File: src/rtl/shift_reg_univ.sv
// Universal N-bit shift register: direct per-edge operations plus a counted
// burst engine that repeats one shift mode n times with a busy/done handshake.
module shift_reg_univ #(
    parameter int WIDTH = 8,
    parameter int CW    = $clog2(WIDTH + 1)
) (
    input  logic             clk,
    input  logic             rst,
    input  logic [2:0]       mode,
    input  logic [WIDTH-1:0] R,
    input  logic             wr,
    input  logic             wl,
    input  logic             start,
    input  logic [CW-1:0]    n,
    output logic [WIDTH-1:0] Q,
    output logic             so_r,
    output logic             so_l,
    output logic             busy,
    output logic             done
);

    localparam logic [2:0] M_HOLD  = 3'b000;
    localparam logic [2:0] M_LOAD  = 3'b001;
    localparam logic [2:0] M_SHR   = 3'b010;
    localparam logic [2:0] M_SHL   = 3'b011;
    localparam logic [2:0] M_ROR   = 3'b100;
    localparam logic [2:0] M_ROL   = 3'b101;
    localparam logic [2:0] M_ASR   = 3'b110;
    localparam logic [2:0] M_CLR   = 3'b111;

    typedef enum logic {
        IDLE = 1'b0,
        RUN  = 1'b1
    } state_t;

    state_t           state_q, state_d;
    logic [WIDTH-1:0] q_q, q_d;
    logic [CW-1:0]    cnt_q, cnt_d;
    logic [2:0]       bmode_q, bmode_d;
    logic             done_q, done_d;

    // One step of the register for a given operation code.
    function automatic logic [WIDTH-1:0] step(
        input logic [2:0]       m,
        input logic [WIDTH-1:0] cur,
        input logic [WIDTH-1:0] ld,
        input logic             sin_r,
        input logic             sin_l
    );
        logic [WIDTH-1:0] res;
        case (m)
            M_HOLD:  res = cur;
            M_LOAD:  res = ld;
            M_SHR:   res = {sin_r, cur[WIDTH-1:1]};
            M_SHL:   res = {cur[WIDTH-2:0], sin_l};
            M_ROR:   res = {cur[0], cur[WIDTH-1:1]};
            M_ROL:   res = {cur[WIDTH-2:0], cur[WIDTH-1]};
            M_ASR:   res = {cur[WIDTH-1], cur[WIDTH-1:1]};
            M_CLR:   res = {WIDTH{1'b0}};
            default: res = cur;
        endcase
        return res;
    endfunction

    function automatic logic is_shift(input logic [2:0] m);
        return (m >= M_SHR) && (m <= M_ASR);
    endfunction

    // Next-state logic: direct operations in IDLE, counted repeats in RUN.
    always_comb begin
        state_d = state_q;
        q_d     = q_q;
        cnt_d   = cnt_q;
        bmode_d = bmode_q;
        done_d  = 1'b0;
        case (state_q)
            IDLE: begin
                if (start && is_shift(mode)) begin
                    state_d = RUN;
                    bmode_d = mode;
                    cnt_d   = n;
                end else begin
                    q_d = step(mode, q_q, R, wr, wl);
                end
            end
            RUN: begin
                // A zero count still spends one cycle in RUN before finishing.
                if (cnt_q != {CW{1'b0}}) begin
                    q_d   = step(bmode_q, q_q, R, wr, wl);
                    cnt_d = cnt_q - CW'(1);
                    if (cnt_q == CW'(1)) begin
                        state_d = IDLE;
                        done_d  = 1'b1;
                    end else begin
                        state_d = RUN;
                    end
                end else begin
                    state_d = IDLE;
                    done_d  = 1'b1;
                end
            end
            default: begin
                state_d = IDLE;
            end
        endcase
    end

    // State register with synchronous reset.
    always_ff @(posedge clk) begin
        if (rst) begin
            state_q <= IDLE;
            q_q     <= {WIDTH{1'b0}};
            cnt_q   <= {CW{1'b0}};
            bmode_q <= M_HOLD;
            done_q  <= 1'b0;
        end else begin
            state_q <= state_d;
            q_q     <= q_d;
            cnt_q   <= cnt_d;
            bmode_q <= bmode_d;
            done_q  <= done_d;
        end
    end

    assign Q    = q_q;
    assign so_r = q_q[0];
    assign so_l = q_q[WIDTH-1];
    assign busy = (state_q == RUN);
    assign done = done_q;

endmodule

File: config.mk
export PLATFORM = sky130hd
export DESIGN_NAME = shift_reg_univ
export DESIGN_NICKNAME = d
export VERILOG_FILES = /design/src/rtl/shift_reg_univ.sv
export SDC_FILE = /design/constraint.sdc
export NUM_CORES = 1
export LEC_CHECK = 0
export CAP_MARGIN = 20
export CORE_MARGIN = 2
export CORE_UTILIZATION = 37
export DETAILED_ROUTE_END_ITERATION = 16
export MAX_ROUTING_LAYER = met4
export PLACE_DENSITY_LB_ADDON = 0.3
export SYNTH_ARGS = -nofsm -noshare
export SYNTH_HDL_FRONTEND = slang
export SYNTH_SLANG_ARGS = --single-unit
export TNS_END_PERCENT = 5
File: constraint.sdc
create_clock -name clk -period 1.85 [get_ports clk]
set_input_delay 0.37 -clock clk [delete_from_list [all_inputs] [get_ports clk]]
set_output_delay 0.37 -clock clk [all_outputs]
set_load 0.01 [all_outputs]
==> out/results.tsv <==
stage	metric	value	unit
pwr	leak pwr	0.000700	uW
cells_and_area	number of inserted diodes	0	
run	maxcap violations	0	
pwr	combinational power share	0.437	
pwr	switching power total	453	uW
worst_setup_path	Critical-path top delay cell	clkdlybuf4s50_1	
placed_design	DP HPWL	3.11	mm
cts	clock root buffer	clkbuf_4	
timing	post-route setup slack	0.0542	ns
worst_setup_path	worst-case reg-to-reg path depth	7	
timing	Final Hold Fails	0	
worst_setup_path	WP data arrival	2.01	ns
worst_setup_path	reg2reg setup slack	0.12	ns
detailed_routing	WL final	4.11	mm
grt	global-route wire length before repair	6.58	mm
cts	clock buffer depth	2	
worst_setup_path	crit path kind	input port to flop	
floorplan	die area	4050	um^2
grt	initial antenna violation count	0	
worst_setup_path	CP Cell Sequence	clkdlybuf4s50_1, buf_4, xor2_4, o221a_4, a21oi_4, nor2_1, a211oi_1	
floorplan	I/O pins	32	
pwr	switching share of power	0.373	
grt	number of global-route vias before repair	1413	
cts	post-CTS setup buffers	0	
hold_path	Hold Path Sink	cnt_q[1]	
synth	post-synthesis net count	200	
placed_design	pre-CTS setup slack	-0.263	ns
detailed_routing	Vias	1539	
placed_design	gpl congestion	0.956	
worst_setup_path	worst r2r dst	cnt_q[3]	
floorplan	die width	63.6	um
timing	Slew @ Worst Pin	0.445	ns
detailed_routing	DR WL/cell	15.4	um
hold_path	min-delay src	cnt_q[1]	
synth	Yosys cell types	44	
detailed_routing	DRC violations left	0	
cells_and_area	synthesis-to-layout area growth	39.8	%
worst_setup_path	CP Max Fanout	7	
synth	Synth Flop Type	dfxtp_1	
pwr	clock share of power	0.169	
synth	share of the synthesized area in the top cell type	0.259	
detailed_routing	First-pass DRT Iterations	4	
floorplan	core box area	3360	um^2
synth	Synth Instances	177	
floorplan	die height	63.6	um
synth	top cells by area, synth	dfxtp_1 26%, nor2_1 9.4%, a221oi_1 8.7%	
detailed_routing	Vias/cell	5.76	
timing	worst hold margin	0.535	ns
floorplan	FP Rows	21	
hold_path	Hold Crit Depth	2	
cts	clock-pin slew on the worst setup and hold paths	0.10	ns
cts	cts bufs inserted	3	
worst_setup_path	crit start category	input port	
cts	CTS sink cnt	17	
cts	htree depth	1	
cells_and_area	final-stage net count	245	
cells_and_area	fillcell total	344	
detailed_routing	Initial DRC Count	115	
status	outcome	complete, no violations	
grt	GRT Total Usage	0.206	
cts	CTS tree	yes	
cts	clock insertion delay at the later pin of the skew report	0.30	ns
synth	fraction of registers with async set/reset	0	
timing	FMAX	557	MHz
floorplan	Starting Density	0.391	
cells_and_area	commonest non-fill, non-tap cell in the layout	nor2_1	
timing	Final min period	1.80	ns
timing	Setup-failing EPs final	0	
synth	post-synthesis sequential area ratio	0.259	
grt	largest net degree at the start of global routing	18	
cells_and_area	most frequent cells in the layout	33 x nor2_1, 30 x clkdlybuf4s50_1, 23 x buf_4	
pwr	maximum vdd drop	0.396	mV
synth	Syn Area/Cell	7.43	um^2
timing	max-slew violations	0	
cells_and_area	Final Util	0.547	
detailed_routing	ANT nets after route	0	
synth	Post-Syn Area	1320	um^2
synth	Yosys reg bits	17	
timing	Relative slew margins	0.703	
placed_design	IO buf count	31	
synth	Post-synth EDFFs	0	
hold_path	HP Class	flop to flop	
pwr	sequential share of power	0.393	
timing	final cycle utilization of the critical path	0.971	
cells_and_area	share of post-route cells with drive strength above 1	0.172	
grt	grt ovf	0	
worst_setup_path	r2r startpoint	cnt_q[1]	
synth	post-synth top area cell	dfxtp_1	
worst_setup_path	slowest stage delay, CP	0.48	ns
timing	worst-case clock skew	0.00611	ns
pwr	power per cell area	662	nW/um^2
worst_setup_path	Worst setup EP type	flop	
worst_setup_path	required time worst endpoint	2.06	ns
pwr	Internal Power	763	uW
synth	Yosys Warn Count	0	
## worst max-delay path by stage
stage                     slack (ns)    start  endpoint
final                           0.05  mode[1]      Q[0]
after global routing           -0.01  mode[1]      Q[0]
after CTS                       0.04  mode[2]      Q[0]
after detailed placement       -0.26  mode[2]  cnt_q[2]
after global placement         -0.28  mode[1]      Q[2]
after floorplan                 0.25  mode[2]      Q[0]
## through the flow
stage	total power, uW	instances	TNS (ns)	instance area, um^2
5_1_grt	1300	267	-0.0237	1840
3_5_place_dp	998	263	-2.85	1770
6_report	1220	267	0	1840
4_1_cts	1200	267	0	1790
2_1_floorplan	779	177	0	1320
3_3_place_gp	997	263	-2.65	1770
## sequential cells by signal (all words and copies together) (netlist names)
name and cells:
bmode_q 3, cnt_q 4, Q 8, busy 1, done 1
## critical path, delay by kind of cell
family,cells,cell delay (ns)
XOR/XNOR,1,0.19
buffers and inverters,2,0.67
AO/OA/AOI/OAI,3,0.71
AND/OR/NAND/NOR,1,0.06
## cells in the mapped netlist, types with 2 or more instances
master     n
inv_1      8
buf_6      2
nor3_1     9
nand2_1   11
or2_1      2
o211ai_1   2
o21a_1     2
a31oi_1    2
or3_1      2
a21oi_1   11
buf_4      4
buf_2      4
a211oi_1   3
o22ai_1    2
ha_1       3
o32ai_1    5
nor2_1    33
nor2_2     2
clkbuf_1   3
o21ai_0   13
a221oi_1  13
nor2b_1    3
dfxtp_1   17
## cells by family (layout without fill, tap and decap cells)
logic type,Yosys count,in the layout,share of synthesized area
adders and majority gates,3,3,0.0285
and+or+nand+nor,66,66,0.227
muxes,1,1,0.00761
xor gates and xnor gates,1,1,0.00666
DFF,17,17,0.259
AOI/OAI and AO/OA,66,66,0.379
buffers and inverters,23,67,0.0923
## power groups by stage
| stage | clock network [uW] | registers, uW | logic (uW) |
|---|---|---|---|
| CTS | 210 | 476 | 516 |
| finish | 206 | 478 | 532 |
| global placement | 0 | 485 | 512 |
| detailed placement | 0 | 485 | 513 |
| floorplan | 0 | 473 | 305 |
| global route | 233 | 487 | 575 |
## layer usage
metal | GRT usage | vias up | wire [um]
li1 | - | 745 | -
met1 | 0.260 | 720 | 1840
met2 | 0.311 | 65 | 1930
met3 | 0.0500 | 9 | 253
met4 | 0.0951 | 0 | 89
met5 | - | - | 0
## layout make-up
cell class,count,area [um^2],share of cell area
multi-input combinational,137,893,0.486
timing repair buffer,54,485,0.264
sequential,17,342,0.186
tap,46,57.6,0.0313
inverter,9,33.8,0.0184
clock buffer,4,26.3,0.0143
## what timing repair did
action | in CTS | in global routing
gates resized for setup | 0 | 7
setup endpoints to repair | 0 | 11
hold buffers | 0 | 0
(Power assumes the default switching activity.)
==> RTL change 1, RTL diff (config.mk and constraints unchanged) <==
The parameter `WIDTH` goes from 8 to 16.
--- a/src/rtl/shift_reg_univ.sv
+++ b/src/rtl/shift_reg_univ.sv
@@ -2,5 +2,5 @@
 // burst engine that repeats one shift mode n times with a busy/done handshake.
 module shift_reg_univ #(
-    parameter int WIDTH = 8,
+    parameter int WIDTH = 16,
     parameter int CW    = $clog2(WIDTH + 1)
 ) (
Interface: changed (resized Q, R and n); port bits go from 32 to 49. No check against the original RTL was run, so the function may have changed too.
==> RTL change 1 against the unedited design <==
- register-to-register slack lost 0.14 ns
- first-iteration DRC count grew to 3.1 times the old value
- worst setup slack worse by 0.075 ns
- critical path depth did not move
- critical endpoint unchanged
- sequential cell count increased by 9
- synthesized area rose by 53%
- the flow now finishes with violations (negative setup slack)
- power up 74%
- wire length is 67% higher
- design area grew 58%
- die area grew 50%
==> RTL change 1: results (changes against the unedited design) <==
place:
  gp_congestion: 0.8950  # -6.3%
  portBuffers: 48  # +55%
  dpl.cell_count: 370  # +41%
timing:
  layout_setup_ws_ns: -0.02035  # -0.07458 ns
  fin_tns_setup_ns: -0.02035  # -0.02035 ns
  worst_pin_slew_ns: 0.7209  # +0.2762 ns
  whs_ns: 0.5393  # +0.004584 ns
  finalSetupViolations: 1  # +1
  finClkSkew_ns: 0.006234  # +0.0001260 ns
power_and_ir_drop:
  pwr-share-seq_pct: 35.5  # -3.8 points
  p_leak_nw: 1.027  # +47%
  p_seq_mw: 0.752  # +57%
  max-vdd-ir-drop_mv: 0.3387  # -15%
  swShare_pct: 37.39  # +0.12 points
synth:
  synthTopCellsByArea: "dfxtp_1, a221oi_1, o32a_1"
  yosys-top-cells-count: "a221oi_1, dfxtp_1, a21oi_1"
  syn-num-nets: 282  # +41%
routing:
  vias_per_cell: 6.471  # +12%
  drt_first_iter_violations: 358  # +210%
  drt_first_pass_iters: 6  # +2
critical_path:
  critPathArrivalTime_ns: 2.05  # +0.04 ns
  reg2reg_to: "Q[0]$_SDFFE_PP0P_"
  r2r-start: "cnt_q[0]$_SDFFE_PP0P_"
  critPathMaxFanout: 5  # -2
  r2r_slack_ns: -0.02  # -0.14 ns
cells_and_area:
  largest_register_ffs: 16  # +8
  fin_cells: 376  # +41%
  drive_gt1_share_pct: 24.18  # +7.0 points
  area_growth_pct: 43.92
outcome:
  outcome: "finished, violations left"
  violations: "negative setup slack"
grt:
  grt_pass1_wl_um: 11240  # +71%
  grt_pass1_vias: 2259  # +60%
  grt_max_degree: 38  # +20
  grt.total_usage_pct: 23.20  # +2.6 points
worst_hold_path:
  worstHoldStart: "cnt_q[4]$_SDFFE_PP0P_"
  worstHoldEndpoint: "cnt_q[4]$_SDFFE_PP0P_"
clock_tree:
  root_buffer: "clkbuf_8"
[RTL change 1: layer usage]
metal | global-route usage, % | vias up | part of all wire [%]
met5 | - | - | 0
met4 | 5.357 | 0 | 0.68
met3 | 2.791 | 8 | 8.2
met2 | 33.88 | 129 | 45
met1 | 33.95 | 1176 | 46
li1 | - | 1120 | -
[RTL change 1: kinds of logic after synthesis]
logic type | Yosys count | share of synthesized area, %
xor+xnor | 2 | 0.8686
compound gates | 127 | 49.32
fa+ha+maj | 2 | 1.240
flops | 26 | 25.81
buf+inv | 41 | 9.243
simple gates | 52 | 13.03
mux | 1 | 0.4963
[RTL change 1: cell type report]
cell class                 instances  area share (%)
multi-input combinational        184           47.72
tap                               70           3.017
timing repair buffer              83           28.49
clock buffer                       3           1.422
sequential                        26           18.06
inverter                          10           1.293
[RTL change 1: worst max-delay path, stage by stage, from the launching register on]
cell and delay (ns):
dfxtp_2 0.34, inv_2 0.07, ha_4 0.14, or4b_4 0.46
a21o_1 0.22, and2_4 0.17, buf_6 0.13, a311oi_2 0.24
==> RTL change 2, RTL diff (same flow settings) <==
Without the edit above. Put a register stage on the outputs `so_r`, `so_l` and `busy`. The values now appear one clock later. The other outputs are not delayed to match.
--- a/src/rtl/shift_reg_univ.sv
+++ b/src/rtl/shift_reg_univ.sv
@@ -124,7 +124,9 @@
 
     assign Q    = q_q;
-    assign so_r = q_q[0];
-    assign so_l = q_q[WIDTH-1];
-    assign busy = (state_q == RUN);
+    always_ff @(posedge clk) begin
+        so_r <= q_q[0];
+        so_l <= q_q[WIDTH-1];
+        busy <= (state_q == RUN);
+    end
     assign done = done_q;
 
Formal check against the unedited RTL: not equivalent (Yosys sat finds a counterexample within 4 cycles, from zero or initial values and one cycle with rst high).
==> RTL change 2 against the unedited design <==
- sequential cell count is 3 higher
- synthesized cell count is 0.56% higher
- worst setup slack better by 0.069 ns
- global-route usage is 1.5 points lower
- power is 22% higher
- synthesized area is 3.4% higher
- design area is 0.20% higher
- wire length is 10% lower
- sequential share of layout area is 3.2 points higher
==> RTL change 2: results (changes against the unedited design) <==
worst_hold_path:
  hold_depth: 0  # -2
  worstHoldEndpoint: "so_r$_DFF_P_"
routing:
  drt_first_iter_violations: 111  # -3.5%
  num_vias: 1452  # -5.7%
  wl_per_cell_um: 14.05  # -8.7%
  routed_wirelength_um: 3680  # -10%
critical_path:
  r2r_slack_ns: 0.18  # +0.06 ns
  crit_path_max_incr_delay_ns: 0.60  # +0.12 ns
  reg2reg_to: "cnt_q[2]$_SDFFE_PP0P_"
  critPathArrivalTime_ns: 1.36  # -0.65 ns
synth:
  yosys-top-cells-count: "nor2_1, dfxtp_1, a221oi_1, o21ai_0"
  synthTopCellsByArea: "dfxtp_1, nor2_1, a221oi_1"
  syn-num-nets: 201  # +0.50%
outcome:
  outcome: "finished clean"
power_and_ir_drop:
  p_leak_nw: 0.6762  # -3.4%
  max-vdd-ir-drop_mv: 0.5242  # +32%
clock_tree:
  clock_latency_ns: 0.26  # -0.04 ns
  path_clk_slew_ns: 0.08  # -0.02 ns
cells_and_area:
  finalNetCount: 238  # -2.9%
  fillers: 345  # +0.29%
  drive_gt1_share_pct: 14.02  # -3.2 points
grt:
  grt.total_usage_pct: 19.08  # -1.5 points
  grt_max_degree: 22  # +4
  grt_pass1_vias: 1294  # -8.4%
place:
  dpl_cell_area_sq_um: 1755  # -0.71%
  dpl.cell_count: 258  # -1.9%
timing:
  whs_ns: 0.4642  # -0.07053 ns
  slew_headroom_pct: 67.97  # -2.3 points
## RTL change 2: timing repair
item                       in CTS  in global routing
gates resized for setup         4                  4
setup buffers                   0                  0
setup endpoints to repair       6                  7
## RTL change 2: area by class of cell
type	instances	area [sq um]	share of cell area, %
Sequential cell	20	400.4	21.74
Clock inverter	1	30.03	1.630
Timing Repair Buffer	44	406.6	22.08
Multi-Input combinational cell	137	869.6	47.21
Inverter	9	33.78	1.834
Tap cell	48	60.06	3.261
Clock buffer	3	41.29	2.242
## RTL change 2: worst max path at each step
| stage | start | end | depth (start not counted) |
|---|---|---|---|
| finish | Q[7]$_SDFFE_PP0P_ | Q[7] | 1 |
| global route | mode[1] | Q[7]$_SDFFE_PP0P_ | 6 |
| CTS | cnt_q[0]$_SDFFE_PP0P_ | Q[3]$_SDFFE_PP0P_ | 7 |
| detailed placement | mode[2] | Q[2]$_SDFFE_PP0P_ | 7 |
| global placement | mode[2] | Q[7]$_SDFFE_PP0P_ | 6 |
| floorplan | mode[2] | Q[0]$_SDFFE_PP0P_ | 7 |
## RTL change 2: cells by family (layout without fill, tap and decap cells)
kind of cell,Yosys count,after routing
compound gates,66,66
fa+ha+maj,3,3
simple gates,66,66
mux,1,1
xor+xnor,1,1
flops,20,20
buf+inv,21,57
## RTL change 2: routing by layer
| layer | track usage, % | vias up | wire, um |
|---|---|---|---|
| met3 | 3.125 | 4 | 226 |
| met1 | 25.08 | 663 | 1649 |
| met4 | 5.851 | 0 | 44 |
| met2 | 30.21 | 54 | 1759 |
| met5 | - | - | 0 |
| li1 | - | 731 | - |
## RTL change 2: power breakdown
part | total (mW) | internal, mW | leakage (nW) | switching [mW]
Combinational | 0.494 | 0.250 | 0.476 | 0.244
Sequential | 0.551 | 0.481 | 0.165 | 0.0706
Clock | 0.444 | 0.289 | 0.0357 | 0.155
